==> src/rtl/hazard_ctrl.sv <==
// hazard_ctrl: hazard unit for the 5-stage MIPS pipeline.
// It produces the data and mult/div stall, the E-stage bubble and the D/E forwarding selects.
// It also owns the mult/div busy countdown and a saturating stall-cycle counter.
module hazard_ctrl #(
  parameter int MULT_CYCLES = 5,
  parameter int DIV_CYCLES  = 10,
  parameter int CNT_W       = 4,
  parameter int PERF_W      = 32
) (
  input  logic              clk,
  input  logic              rst_n,
  input  logic [4:0]        Instr25_21D,
  input  logic [4:0]        Instr20_16D,
  input  logic [1:0]        TuseRsD,
  input  logic [1:0]        TuseRtD,
  input  logic              MDUUseD,
  input  logic [4:0]        Instr25_21E,
  input  logic [4:0]        Instr20_16E,
  input  logic [4:0]        WriteRegE,
  input  logic              RegWriteE,
  input  logic [1:0]        TnewE,
  input  logic              MDUStartE,
  input  logic              MDUIsDivE,
  input  logic [4:0]        WriteRegM,
  input  logic              RegWriteM,
  input  logic [1:0]        TnewM,
  input  logic [4:0]        WriteRegW,
  input  logic              RegWriteW,
  output logic              EnPC,
  output logic              EnD,
  output logic              FlushE,
  output logic [1:0]        FwdRsD,
  output logic [1:0]        FwdRtD,
  output logic [1:0]        FwdRsE,
  output logic [1:0]        FwdRtE,
  output logic              MDUBusy,
  output logic [PERF_W-1:0] StallCount
);

  localparam logic [1:0] TUSE_NONE = 2'd3;

  logic [CNT_W-1:0]  cnt_q, cnt_d;
  logic [PERF_W-1:0] stall_count_q, stall_count_d;

  // A producer matches an operand only if it writes a non-zero register of that index.
  function automatic logic match(input logic [4:0] a, input logic [4:0] dst, input logic we);
    return we && (dst != 5'd0) && (a == dst);
  endfunction

  logic rs_d_e, rs_d_m, rt_d_e, rt_d_m;
  logic stall_rs, stall_rt, stall_mdu, stall;

  // Data and mult/div stall detection; the stall freezes PC and D and bubbles E.
  always_comb begin
    rs_d_e    = match(Instr25_21D, WriteRegE, RegWriteE);
    rs_d_m    = match(Instr25_21D, WriteRegM, RegWriteM);
    rt_d_e    = match(Instr20_16D, WriteRegE, RegWriteE);
    rt_d_m    = match(Instr20_16D, WriteRegM, RegWriteM);
    stall_rs  = (TuseRsD != TUSE_NONE) &&
                ((rs_d_e && (TuseRsD < TnewE)) || (rs_d_m && (TuseRsD < TnewM)));
    stall_rt  = (TuseRtD != TUSE_NONE) &&
                ((rt_d_e && (TuseRtD < TnewE)) || (rt_d_m && (TuseRtD < TnewM)));
    // A start in E counts as busy already: the counter only loads at the coming edge.
    stall_mdu = MDUUseD && (MDUBusy || MDUStartE);
    stall     = stall_rs || stall_rt || stall_mdu;
    EnPC      = !stall;
    EnD       = !stall;
    FlushE    = stall;
  end

  // D-stage forwarding: the younger E result wins over M, and only once it is ready.
  always_comb begin
    FwdRsD = 2'd0;
    FwdRtD = 2'd0;
    if (rs_d_e && (TnewE == 2'd0))      FwdRsD = 2'd1;
    else if (rs_d_m && (TnewM == 2'd0)) FwdRsD = 2'd2;
    if (rt_d_e && (TnewE == 2'd0))      FwdRtD = 2'd1;
    else if (rt_d_m && (TnewM == 2'd0)) FwdRtD = 2'd2;
  end

  // E-stage forwarding: a ready M result wins over W, which is always ready.
  always_comb begin
    FwdRsE = 2'd0;
    FwdRtE = 2'd0;
    if (match(Instr25_21E, WriteRegM, RegWriteM) && (TnewM == 2'd0)) FwdRsE = 2'd1;
    else if (match(Instr25_21E, WriteRegW, RegWriteW))              FwdRsE = 2'd2;
    if (match(Instr20_16E, WriteRegM, RegWriteM) && (TnewM == 2'd0)) FwdRtE = 2'd1;
    else if (match(Instr20_16E, WriteRegW, RegWriteW))              FwdRtE = 2'd2;
  end

  // Busy countdown (a new start reloads it) and the saturating stall counter.
  always_comb begin
    cnt_d = cnt_q;
    if (MDUStartE)           cnt_d = MDUIsDivE ? CNT_W'(DIV_CYCLES) : CNT_W'(MULT_CYCLES);
    else if (cnt_q != '0)    cnt_d = cnt_q - 1'b1;
    stall_count_d = stall_count_q;
    if (stall && !(&stall_count_q)) stall_count_d = stall_count_q + 1'b1;
  end

  // State registers; reset abandons any in-flight mult/div operation.
  always_ff @(posedge clk or negedge rst_n) begin
    if (!rst_n) begin
      cnt_q         <= '0;
      stall_count_q <= '0;
    end else begin
      cnt_q         <= cnt_d;
      stall_count_q <= stall_count_d;
    end
  end

  assign MDUBusy    = (cnt_q != '0);
  assign StallCount = stall_count_q;

endmodule

==> config.mk <==
export PLATFORM = sky130hd
export DESIGN_NAME = hazard_ctrl
export DESIGN_NICKNAME = d
export VERILOG_FILES = /design/src/rtl/hazard_ctrl.sv
export SDC_FILE = /design/constraint.sdc
export NUM_CORES = 1
export LEC_CHECK = 0
export CORE_MARGIN = 5
export CORE_UTILIZATION = 46
export CTS_BUF_LIST = sky130_fd_sc_hd__clkbuf_4
export CTS_CLUSTER_SIZE = 10
export DETAILED_ROUTE_END_ITERATION = 8
export PLACE_DENSITY_LB_ADDON = 0.25
export SLEW_MARGIN = 15
export SYNTH_ARGS = -nofsm -noshare
export SYNTH_HDL_FRONTEND = slang
export SYNTH_SLANG_ARGS = --single-unit
==> constraint.sdc <==
create_clock -name clk -period 2.9 [get_ports clk]
set_input_delay 0.29 -clock clk [delete_from_list [all_inputs] [get_ports clk]]
set_output_delay 0.29 -clock clk [all_outputs]
set_load 0.02 [all_outputs]
==> results.ini <==
[synthesis]
syn_nets=330
synth_cell_types=37
async_reset_ff_share_pct=100.0
seq_area_frac_synth_pct=34.80
syn_avg_cell_area_sq_um=9.517
ys.flop_type=dfrtp_1
yosysWarnings=0
postSynthCellCount=272
synth_area_sq_mm=0.002589
synth_edf_count=0
ys_seq_elements=36

[placement]
hpwl_um=5697
gp_congestion=0.8270
post_dp_cell_area_sq_mm=0.003724
port_buffers=94
placed_cells=450

[grt]
antenna_found_initial=0
grt_pass1_vias=2462
overflow=0
grt_max_degree=37
grt_pass1_wl_um=11560
grt_usage_pct=19.70

[drt]
dr_total_vias=2357
post_drt_via_cell_ratio=5.146
drt-pass1-iter-count=4
drcViolationCount=0
wl_per_cell_um=15.09
drtIter0Drc=86
wl_um=6912
drtAntennaViolNets=0

[setup_path]
slowest_stage=clkdlybuf4s50_1
max_stage_delay_ns=0.47
path_max_fanout=4
crit_type=in -> out
cp_cell_sequence=clkdlybuf4s50_1 -> inv_1 -> ha_1 -> nor2b_1 -> o22a_1 -> or4_1 -> and4b_1 -> dlygate4sd2_1
start_kind=input port
cp_num_buf_inv=3
arrival_ns=2.52
endpoint_kind=output pin
r2r_start=StallCount[7]$_DFFE_PN0P_
critPathLaunch=TnewE[1]
required_ns=2.61
crit_family=simple AND/OR/NAND/NOR gates

[die]
dieArea_sq_mm=0.007228
core_area_sq_mm=0.005473
die_y_um=85.02
start_util_pct=47.30
ios=95
row_count=27
chipWidth_um=85.02

[timing]
tightestPinTransition_ns=0.4582
relSlewSlack_pct=69.45
finalHoldViolations=0
rsz0062_at_grt=no
hold-worst-slack_ns=0.3439
drv_slew=0
setup_viol=0
max_freq_mhz=356.1
post-route-period-util_pct=96.83
fin_crit_ns=2.808
tns_ns=0
skew_ns=0.01481

[clocking]
clock_path_buffers=2
ctsHtreeMaxLevel=2
cts_hold_buffers=0
tritoncts=done
cts_sinks=36
numCtsBuffers=5
path_clk_slew_ns=0.12
cts_setup_buffers=0
clock_latency_ns=0.35
cts_root_buf=clkbuf_4

[power_and_ir_drop]
p_leak_nw=1.680
vdd_ir_drop_max_uv=452.7
power_density_mw_per_mm2=435.1

[cells_and_area]
stdcell_area_sq_mm=0.003795
instances_no_fill=458
fin_nets=443
insertedDiodeCount=0
area.growth.synth_to_final_pct=46.59
drive_gt1_share_pct=11.92
nFillCells=457
final_util_pct=69.34

[outcome]
status=finished, final reports clean

[flow_run]
cap_violations=0

[worst_hold_path]
hp-class=in -> async

==> cell usage in the layout (no fill, tap or decap), types with 3 or more instances in the layout <==
cell type	synthesis	final
clkdlybuf4s50_1	0	85
xor2_1	58	58
dfrtp_1	36	36
buf_4	2	22
nand2_1	19	19
nor3_1	15	15
xnor2_1	14	14
nor2_1	13	13
nand3_1	12	12
nand4_1	9	9
and3_1	9	9
nor4_2	9	9
or4_1	8	8
ha_1	7	7
nor4_1	6	6
inv_1	5	5
o21ai_0	6	5
clkbuf_4	0	5
dlygate4sd2_1	0	5
o21a_1	4	4
nand2b_1	4	4
or3_1	4	4
a21oi_1	3	3
clkinv_1	1	3
dlymetal6s2s_1	0	3
==> cells in the mapped netlist, drive strengths merged (6+ instances only) <==
library cell  instances  area [sq um]
nand2                20         77.58
dfrtp                36         900.9
xor2                 58         508.0
ha                    7         87.58
xnor2                14         122.6
inv                   6         22.52
or4                   8         60.06
nor2                 13         48.80
nor3                 17         95.09
nand3                12         60.06
nand4                 9         56.30
o21ai                 6         30.03
nor4                 15         150.2
and3                  9         56.30
buf                  10         67.56
==> flip-flops by register name, summed over array words and instances (netlist names) <==
register	count
cnt_q	4
StallCount	32
==> area by class of cell <==
class                           instances  area, sq um  area share, %
Clock inverter                          3        37.54         0.9891
Sequential cell                        36        900.9          23.74
Clock buffer                            5        37.54         0.9891
Multi-Input combinational cell        219         1600          42.17
Timing Repair Buffer                  116         1102          29.05
Inverter                                7        26.28         0.6924
Tap cell                               72        90.09          2.374
==> routing by layer <==
layer | share of wire, % | vias to the layer above | GRT usage (%)
met5 | 0 | - | 0
met4 | 3.1 | 0 | 7.770
met3 | 3.9 | 18 | 3.883
met2 | 51 | 52 | 34.25
met1 | 42 | 1108 | 23.80
li1 | - | 1179 | -
==> worst paths after layout <==
path                       cells after the start  slack, ns                    endpoint
min in group clk                               1       0.49   StallCount[9]$_DFFE_PN0P_
setup reg to reg                               7       0.46   StallCount[9]$_DFFE_PN0P_
hold reg to reg                                1       0.49   StallCount[9]$_DFFE_PN0P_
setup / recovery                               8       0.09                        EnPC
max in group asynchronous                      2       2.22   StallCount[8]$_DFFE_PN0P_
hold / removal                                 2       0.34  StallCount[27]$_DFFE_PN0P_
==> metrics by stage <==
stage               setup WS (ns)  total power [mW]
CTS                       0.02409             1.666
global placement          -0.2099             1.297
finish                    0.09199             1.651
detailed placement        -0.2473             1.317
floorplan                  0.4287            0.9827
global route             0.002378             1.761
==> where the power goes <==
part	switching, mW	internal, mW	total (mW)
registers	0.0984	0.583	0.682
clock network	0.175	0.176	0.351
logic	0.299	0.320	0.618
total	0.572	1.08	1.65
==> cells by family after synthesis <==
| logic type | after synthesis | synth area share (%) |
|---|---|---|
| simple gates | 121 | 28.66 |
| xor+xnor | 72 | 24.36 |
| flops | 36 | 34.80 |
| compound gates | 17 | 4.157 |
| buf+inv | 17 | 3.625 |
| fa+ha+maj | 7 | 3.383 |
| mux | 2 | 1.015 |
==> timing repair <==
action                     in CTS  in global routing
gates cloned                    0                  0
resized for setup               6                  6
setup endpoints to repair       6                  4
Power figures use the tool's default switching activity.
